[config.mk]
export PLATFORM = sky130hd
export DESIGN_NAME = divider_datapath
export DESIGN_NICKNAME = d
export VERILOG_FILES = /design/src/rtl/divider_datapath.sv
export SDC_FILE = /design/constraint.sdc
export NUM_CORES = 1
export LEC_CHECK = 0
export ABC_AREA = 1
export BUFFER_PORTS_ARGS = -buffer_cell sky130_fd_sc_hd__buf_2
export CAP_MARGIN = 20
export CORE_AREA = 2 2 169 121
export CTS_BUF_LIST = sky130_fd_sc_hd__clkbuf_8 sky130_fd_sc_hd__clkbuf_16
export DETAILED_ROUTE_END_ITERATION = 16
export DIE_AREA = 0 0 171 123
export GPL_ROUTABILITY_DRIVEN = 0
export MAX_ROUTING_LAYER = met4
export SLEW_MARGIN = 20
export SYNTH_ARGS = -nofsm -noshare
export SYNTH_HDL_FRONTEND = slang
export SYNTH_SLANG_ARGS = --single-unit
export TNS_END_PERCENT = 20
[constraint.sdc]
create_clock -name clk -period 2.4 [get_ports clk]
set_clock_uncertainty 0.05 [all_clocks]
set_input_delay 0.24 -clock clk [delete_from_list [all_inputs] [get_ports clk]]
set_output_delay 0.24 -clock clk [all_outputs]
set_load 0.02 [all_outputs]
[src/rtl/divider_datapath.sv]
// Restoring radix-2 unsigned divider for CDF normalization.
// Build option: DIVIDER_ROUND_EN selects round-to-nearest quotient.
module divider_datapath #(
  parameter int DATA_W = 16
) (
  input  logic              clk,
  input  logic              reset,
  input  logic              sc_mem_rd_data_rdy,
  input  logic [DATA_W-1:0] sc_mem_rd_data1,
  input  logic [DATA_W-1:0] sc_mem_rd_data2,
  output logic [DATA_W-1:0] sc_mem_wt_data,
  output logic [DATA_W-1:0] div_remainder,
  output logic              div_done,
  output logic              div_busy,
  output logic              div_by_zero
);

  localparam int CNT_W = $clog2(DATA_W);
  localparam logic [CNT_W-1:0] LAST =
    CNT_W'(DATA_W - 1);

  localparam logic [1:0] IDLE = 2'd0;
  localparam logic [1:0] CALC = 2'd1;
  localparam logic [1:0] DONE = 2'd2;

  logic [1:0]        state;
  logic [CNT_W-1:0]  cnt;
  logic [DATA_W-1:0] dvd;
  logic [DATA_W-1:0] dvs;
  logic [DATA_W-1:0] rem;

  logic [DATA_W:0]   partial;
  logic [DATA_W:0]   dvs_ext;
  logic              q_bit;
  logic [DATA_W-1:0] rem_nxt;
  logic [DATA_W-1:0] dvd_nxt;
  logic [DATA_W-1:0] q_fin;
  logic              start;
  logic              last;

  assign start = (state == IDLE) &&
                 sc_mem_rd_data_rdy;
  assign last  = (state == CALC) &&
                 (cnt == LAST);
  assign div_busy = (state != IDLE);

  // One restoring step: quotient bits shift
  // into the dividend register from the LSB.
  always_comb begin
    partial = {rem, dvd[DATA_W-1]};
    dvs_ext = {1'b0, dvs};
    q_bit   = (partial >= dvs_ext);
    rem_nxt = partial[DATA_W-1:0];
    if (q_bit)
      rem_nxt = DATA_W'(partial - dvs_ext);
    dvd_nxt = {dvd[DATA_W-2:0], q_bit};
  end

`ifdef DIVIDER_ROUND_EN
  logic rnd_up;

  // Round half up; zero divisor and an
  // all-ones quotient are left untouched.
  always_comb begin
    rnd_up = (dvs != '0) &&
             ({rem_nxt, 1'b0} >= dvs_ext);
    q_fin  = dvd_nxt;
    if (rnd_up && !(&dvd_nxt))
      q_fin = dvd_nxt + 1'b1;
  end
`else
  // Truncating quotient.
  always_comb begin
    q_fin = dvd_nxt;
  end
`endif

  // Control FSM and step counter.
  always_ff @(posedge clk or negedge reset) begin
    if (!reset) begin
      state <= IDLE;
      cnt   <= '0;
    end else begin
      unique case (1'b1)
        (state == IDLE): begin
          if (start) begin
            state <= CALC;
            cnt   <= '0;
          end
        end
        (state == CALC): begin
          if (last)
            state <= DONE;
          else
            cnt <= cnt + 1'b1;
        end
        default: begin
          state <= IDLE;
        end
      endcase
    end
  end

  // Operand and partial-remainder registers.
  always_ff @(posedge clk or negedge reset) begin
    if (!reset) begin
      dvd <= '0;
      dvs <= '0;
      rem <= '0;
    end else if (start) begin
      dvd <= sc_mem_rd_data1;
      dvs <= sc_mem_rd_data2;
      rem <= '0;
    end else if (state == CALC) begin
      dvd <= dvd_nxt;
      rem <= rem_nxt;
    end
  end

  // Results update only at completion;
  // the zero flag also refreshes at start.
  always_ff @(posedge clk or negedge reset) begin
    if (!reset) begin
      sc_mem_wt_data <= '0;
      div_remainder  <= '0;
      div_done       <= 1'b0;
      div_by_zero    <= 1'b0;
    end else begin
      div_done <= last;
      if (start)
        div_by_zero <= (sc_mem_rd_data2 == '0);
      if (last) begin
        sc_mem_wt_data <= q_fin;
        div_remainder  <= rem_nxt;
      end
    end
  end

endmodule

==> results of run 1 <==
-- worst paths after layout --
kind | depth (start not counted) | start | end | slack [ns]
worst max register to register | 14 | dvd[15]$_DFFE_PN0P_ | rem[14]$_DFFE_PN0P_ | 0.24
worst min-delay path | 3 | sc_mem_rd_data1[10] | dvd[10]$_DFFE_PN0P_ | 0.06
min in group asynchronous | 2 | reset | div_remainder[10]$_DFFE_PN0P_ | 0.35
worst max-delay path | 14 | dvd[15]$_DFFE_PN0P_ | rem[14]$_DFFE_PN0P_ | 0.24
max in group asynchronous | 3 | reset | dvd[5]$_DFFE_PN0P_ | 1.29
worst min register to register | 2 | div_remainder[2]$_DFFE_PN0P_ | div_remainder[2]$_DFFE_PN0P_ | 0.42
-- power by group --
group	switching (mW)	internal [mW]
Sequential	0.382	2.21
Clock	0.663	0.841
Combinational	3.80	1.95
Total	4.84	5.01
-- layer usage --
metal	vias up	GRT usage, %
met5	-	-
met4	0	2.70
met3	10	3.30
met2	101	17.6
met1	1938	19.6
li1	2140	-
-- final cells by class --
cell class | count | share of cell area [%]
clock buffers | 9 | 3.89
clock inverters | 7 | 1.56
inverters | 109 | 7.07
multi-input cells | 420 | 35.8
flip-flops and latches | 88 | 38.0
well taps | 270 | 5.84
repair buffers | 79 | 7.85
-- metrics by stage --
step | worst slack, ns | total power [mW] | util [%] | area [µm²]
2_1_floorplan | 0.488 | 6.78 | - | 4770
3_3_place_gp | 0.163 | 8.23 | 27.9 | 5440
3_5_place_dp | 0.179 | 8.26 | 27.9 | 5440
4_1_cts | 0.142 | 9.83 | 29.6 | 5770
5_1_grt | 0.0229 | 10.9 | 29.7 | 5790
6_report | 0.239 | 9.85 | 29.7 | 5790
-- cell families after synthesis --
kind of cell / count (synthesis) / synth area share (%)
buf+inv: 131 / 10.7
xor+xnor: 7 / 1.29
flops: 88 / 46.2
simple gates: 327 / 28.4
fa+ha+maj: 18 / 4.88
compound gates: 68 / 8.51
-- layout by cell type (no fill, tap or decap), drive strengths merged, types with 5 or more instances in the layout --
cell    count
nand2     238
inv       115
dfrtp      88
buf        78
nand3      47
o21ai      44
nor2       26
ha         17
o221ai     14
clkbuf      9
a21oi       8
nand4       7
nor3        5
-- flip-flops by register name, summed over array words and instances, names as in the netlist --
name	count
cnt	4
div_by_zero	1
div_done	1
div_remainder	16
dvd	16
dvs	16
rem	16
sc_mem_wt_data	16
state	2
-- tightest hold or removal path, cell delays in order --
cell and delay (ns):
buf_2 0.08, nand2_1 0.04, o221ai_1 0.05
-- what timing repair did --
action / CTS / global route
setup endpoints to repair: 0 / 31
buffers inserted: 0 / 0
hold endpoints to repair: 37 / 0
hold buffers: 1 / 0
resized for setup: 0 / 6
==> run metrics, run 1 <==
status finished clean; clock sinks 88; Critical Path RT 2.59 ns; I/O pin count 70; CP max-delay cell fa_2; via/cell ratio ~4.3; Pins Over Slew Limit 0; Synth top area share ~46%; CTS root buffer clkbuf_16; filler-free cell count of the finished design 982; critical setup path kind reg -> reg; post-detail-place hpwl a little under 10000 µm; vias in the first global route 3906; Slew @ Worst Pin between 0.5 and 0.6 ns; Die Y 123 µm; VDD IR max 0.000621 V; Routed met3 length 811 µm; Post-synth EDFFs 0; PwrDens 1700 nW/µm²; clock slew at reported path FFs 0.08 ns; Critical Path, Cell by Cell inv_1, ha_1, inv_1, fa_2, nand3_1, nand3_2, nand2_1, nand2_1, nand2_1, nand2_1, nand2_1, nand3_1, nand3_1, nand2_1; Max Clk Rate 463 MHz; synth-to-layout area growth 21.5%; Layout fillers 2170; Routed Antenna Nets 0; Rel. slew slack between 60% and 70%; Commonest cells post-synth nand2_1 (233), inv_1 (103), dfrtp_1 (88); Initial Utilization 24.5%; Critical Path Start Type flop; Hold WS ~0.057 ns; Final setup viols 0; Vias 4189; asr flop ratio synth 100%; Ys Warns 0; Core Area 19500 µm²; crit-path most repeated cell nand2_1; largest cells by area after synthesis dfrtp_1 (46%), nand2_1 (18%), inv_1 (8.1%); syn nets 692; CTS H-tree depth 3; leakage about 3.1 nW; clk_lat worst skew between 0.3 and 0.4 ns; CP delay by family, top simple AND/OR/NAND/NOR gates; GRT Total Usage 13.1%; minimum clock period 2.16 ns; Max-Cap Viols 0; final setup TNS 0 ns; FP Rows 43; RSZ-0062 raised after global routing false; CP bufs+invs 2; total grt overflow 0; post-synth top area cell dfrtp_1; number of buffers created by CTS 9; Nets 760; DRC 0; Main synth FF type dfrtp_1; Port Buf Inserts 69; Top Metal Used met4; sequential area share after synthesis 46.2%; synthesis-stage register bit count 88; First-pass DRT Iterations 4; CTS tree yes; met1 wire length 6770 µm; count leader, synth nand2_1; synthesized area 4770 µm²; Starting DRT DRC Count 215; syn_area_per_cell 7.46 µm²; Hold Fails Final Rpt 0; sequential cell area 2200 µm²; final wirelength 12700 µm; mean routed wirelength per cell roughly 13 µm; Antenna Cells 0; largest net degree at the start of global routing 52; Multi-input gate area 2070 µm²; max incr delay on CP 0.39 ns; fraction of layout cells with a size suffix above 1 16.3%; CTS Buffer Depth 2; Final Cycle Share between 90% and 100%; Routed met2 length 5070 µm; Synth Instances 639; CP Capture Type flop; placed instance count 965; Die ar. roughly 21000 µm²; global-route wire length before repair 20600 µm; HP Class in -> reg; worst-path maximum fanout 4; initial antenna violation count 0; Distinct cells, synth 32; die width 171 µm; CP Data Arrival Time 2.35 ns
Power figures use the tool's default switching activity.
==> inputs of run 2 (changes only) <==
- CORE_AREA: 2 2 169 121 -> 2 2 115 83
- DIE_AREA: 0 0 171 123 -> 0 0 117 85
- PLACE_DENSITY: default -> 0.76
- clock period: 2.4 -> 2.8 ns (I/O delays scaled with it)
==> run 2 against run 1 <==
Against the previous run: register-to-register slack improved by 0.06 ns; maximum frequency decreased by 14%; design area decreased by 4.5%; core utilization increased by 32 points; highest routed layer unchanged; routed wire length decreased by 7.6%; global-route usage increased by 13 points; worst setup slack improved by 0.058 ns; critical path depth decreased by 4; sequential cell count unchanged.
==> run metrics, run 2 (synthesis gave the netlist of run 1 again) <==
status finished clean (unchanged); Critical Path Start Type flop (unchanged); Pins Over Slew Limit 0 (unchanged); number of buffers created by CTS 9 (unchanged); min-delay src sc_mem_rd_data1[9] (was sc_mem_rd_data1[10]); Final WS setup 0.297 ns (was 0.239 ns); DRC 0 (unchanged); mean routed wirelength per cell 14.2 µm (was 13.0 µm); final setup TNS 0 ns (unchanged); Die Y 85 µm (was 123 µm); Sw Share 49.0% (was 49.2%); First-pass DRT Iterations 5 (was 4); sequential cell area 2200 µm² (unchanged); Max-Cap Viols 0 (unchanged); Antenna Cells 0 (unchanged); FP Rows 29 (was 43); P_sw 4.08 mW (was 4.84 mW); met1 wire length 5570 µm (was 6770 µm); Multi-input gate area 2050 µm² (was 2070 µm²); global-route wire length before repair 19300 µm (was 20600 µm); via/cell ratio 5.18 (was 4.27); Setup crit start rem[6]$_DFFE_PN0P_ (was dvd[15]$_DFFE_PN0P_); Hold WS 0.0937 ns (was 0.0573 ns); clock sinks 88 (unchanged); Int Power 4.24 mW (was 5.01 mW); Routed Antenna Nets 0 (unchanged); vias in the first global route 4016 (was 3906); clock network power share 15.1% (was 15.3%); total grt overflow 0 (unchanged); commonest non-fill, non-tap cell in the layout nand2_1 (unchanged); Final Cycle Share 89.4% (was 90.0%); largest net degree at the start of global routing 89 (was 52); worst r2r dst div_remainder[11]$_DFFE_PN0P_ (was rem[14]$_DFFE_PN0P_); R2R depth 10 (was 14); critical setup path kind reg -> reg (unchanged); HP Class in -> reg (unchanged); Starting DRT DRC Count 316 (was 215); Slew @ Worst Pin 0.812 ns (was 0.537 ns); CTS Buffer Depth 2 (unchanged); final wirelength 11800 µm (was 12700 µm); RSZ-0062 raised after global routing false (unchanged); VDD IR max 0.000675 V (was 0.000621 V); I/O pin count 70 (unchanged); worst-path maximum fanout 20 (was 4); Routed met3 length 878 µm (was 811 µm); Critical Path, Cell by Cell ha_1, nand2_1, nor2_1, nand3_1, nand3_2, nand2_2, nand2_2, nand3_1, nand3_1, nand2_1 (was inv_1, ha_1, inv_1, fa_2, nand3_1, nand3_2, nand2_1, nand2_1, nand2_1, nand2_1, nand2_1, nand3_1, nand3_1, nand2_1); CP Data Arrival Time 2.68 ns (was 2.35 ns); leakage 3.10 nW (was 3.14 nW); Port Buf Inserts 69 (unchanged); Core Area 8890 µm² (was 19500 µm²); initial antenna violation count 0 (unchanged); most frequent cells in the layout nand2_1 (233), inv_1 (103), dfrtp_1 (88) (unchanged); PwrDens 1510 nW/µm² (was 1700 nW/µm²); pre-CTS setup slack 0.397 ns (was 0.179 ns); CTS H-tree depth 3 (unchanged); post-CTS sizing 0 (unchanged); Routed met2 length 5210 µm (was 5070 µm); R2R Setup Slk 0.30 ns (was 0.24 ns); synth-to-layout area growth 16.0% (was 21.5%); crit-path most repeated cell nand3_1 (was nand2_1); max incr delay on CP 0.42 ns (was 0.39 ns); post-CTS setup buffer count 0 (unchanged); Hold Fails Final Rpt 0 (unchanged); minimum clock period 2.50 ns (was 2.16 ns); clk_lat worst skew 0.35 ns (about the same); Initial Utilization 53.6% (was 24.5%); CP Capture Type flop (unchanged); Final setup viols 0 (unchanged); fraction of layout cells with a size suffix above 1 15.3% (was 16.3%); CP max-delay cell dfrtp_1 (was fa_2); Rel. slew slack 45.7% (was 64.2%); Layout fillers 784 (was 2170); CP Capture Point div_remainder[11]$_DFFE_PN0P_ (was rem[14]$_DFFE_PN0P_); CTS root buffer clkbuf_16 (unchanged); die width 117 µm (was 171 µm); CTS tree yes (unchanged); Die ar. 9950 µm² (was 21000 µm²); post-detail-place hpwl 8630 µm (was 9820 µm); Critical Path RT 2.98 ns (was 2.59 ns); clock slew at reported path FFs 0.07 ns (was 0.08 ns); Top Metal Used met4 (unchanged); Layout Utilization 62.2% (was 29.7%); sequential power share 26.9% (was 26.4%); worst r2r src rem[6]$_DFFE_PN0P_ (was dvd[15]$_DFFE_PN0P_); Nets 756 (was 760); Vias 4310 (was 4189); Max Clk Rate 400 MHz (was 463 MHz); combinational cell fraction of total power 58.1% (was 58.4%); Power, Total 8.33 mW (was 9.85 mW); # hold bufs at CTS 0 (was 1); GRT Total Usage 26.0% (was 13.1%)
[run 2: worst min path at each step]
| stage | end | cells after the start | slack (ns) |
|---|---|---|---|
| 4_1_cts | dvd[9]$_DFFE_PN0P_ | 3 | 0.08 |
| 3_3_place_gp | div_remainder[13]$_DFFE_PN0P_ | 2 | 0.41 |
| 6_report | dvd[9]$_DFFE_PN0P_ | 3 | 0.09 |
| 3_5_place_dp | div_remainder[8]$_DFFE_PN0P_ | 2 | 0.41 |
| 2_1_floorplan | cnt[0]$_DFFE_PN0P_ | 0 | -0.07 |
| 5_1_grt | dvd[9]$_DFFE_PN0P_ | 3 | 0.09 |
[run 2: area by class of cell]
cell class,instances,area share [%]
Clock buffer,9,4.07
Clock inverter,7,1.54
Timing Repair Buffer,75,7.22
Sequential cell,88,39.8
Tap cell,124,2.81
Multi-Input combinational cell,420,37.1
Inverter,109,7.40
[run 2: metrics by stage]
step	instances	instance area (µm²)
after detailed placement	815	5200
after global placement	815	5200
after floorplan	639	4770
after CTS	831	5520
final	832	5530
after global routing	832	5530
[run 2: power groups by stage]
stage / Clock (mW) / Combinational, mW / Sequential (mW)
floorplan: 0 / 3.37 / 2.44
global placement: 0 / 4.63 / 2.22
detailed placement: 0 / 4.73 / 2.25
CTS: 1.27 / 4.78 / 2.24
global route: 1.34 / 5.47 / 2.31
finish: 1.25 / 4.84 / 2.24
[run 2: per-layer routing]
metal / track usage [%] / vias up
met5: - / -
met2: 37.0 / 150
met4: 5.45 / 0
li1: - / 2125
met1: 36.5 / 2026
met3: 8.57 / 9
[run 2: critical path, delay by kind of cell (launching register included)]
family | cells | cell delay (ns)
and+or+nand+nor | 9 | 1.53
adders and majority gates | 1 | 0.38
DFF | 1 | 0.42
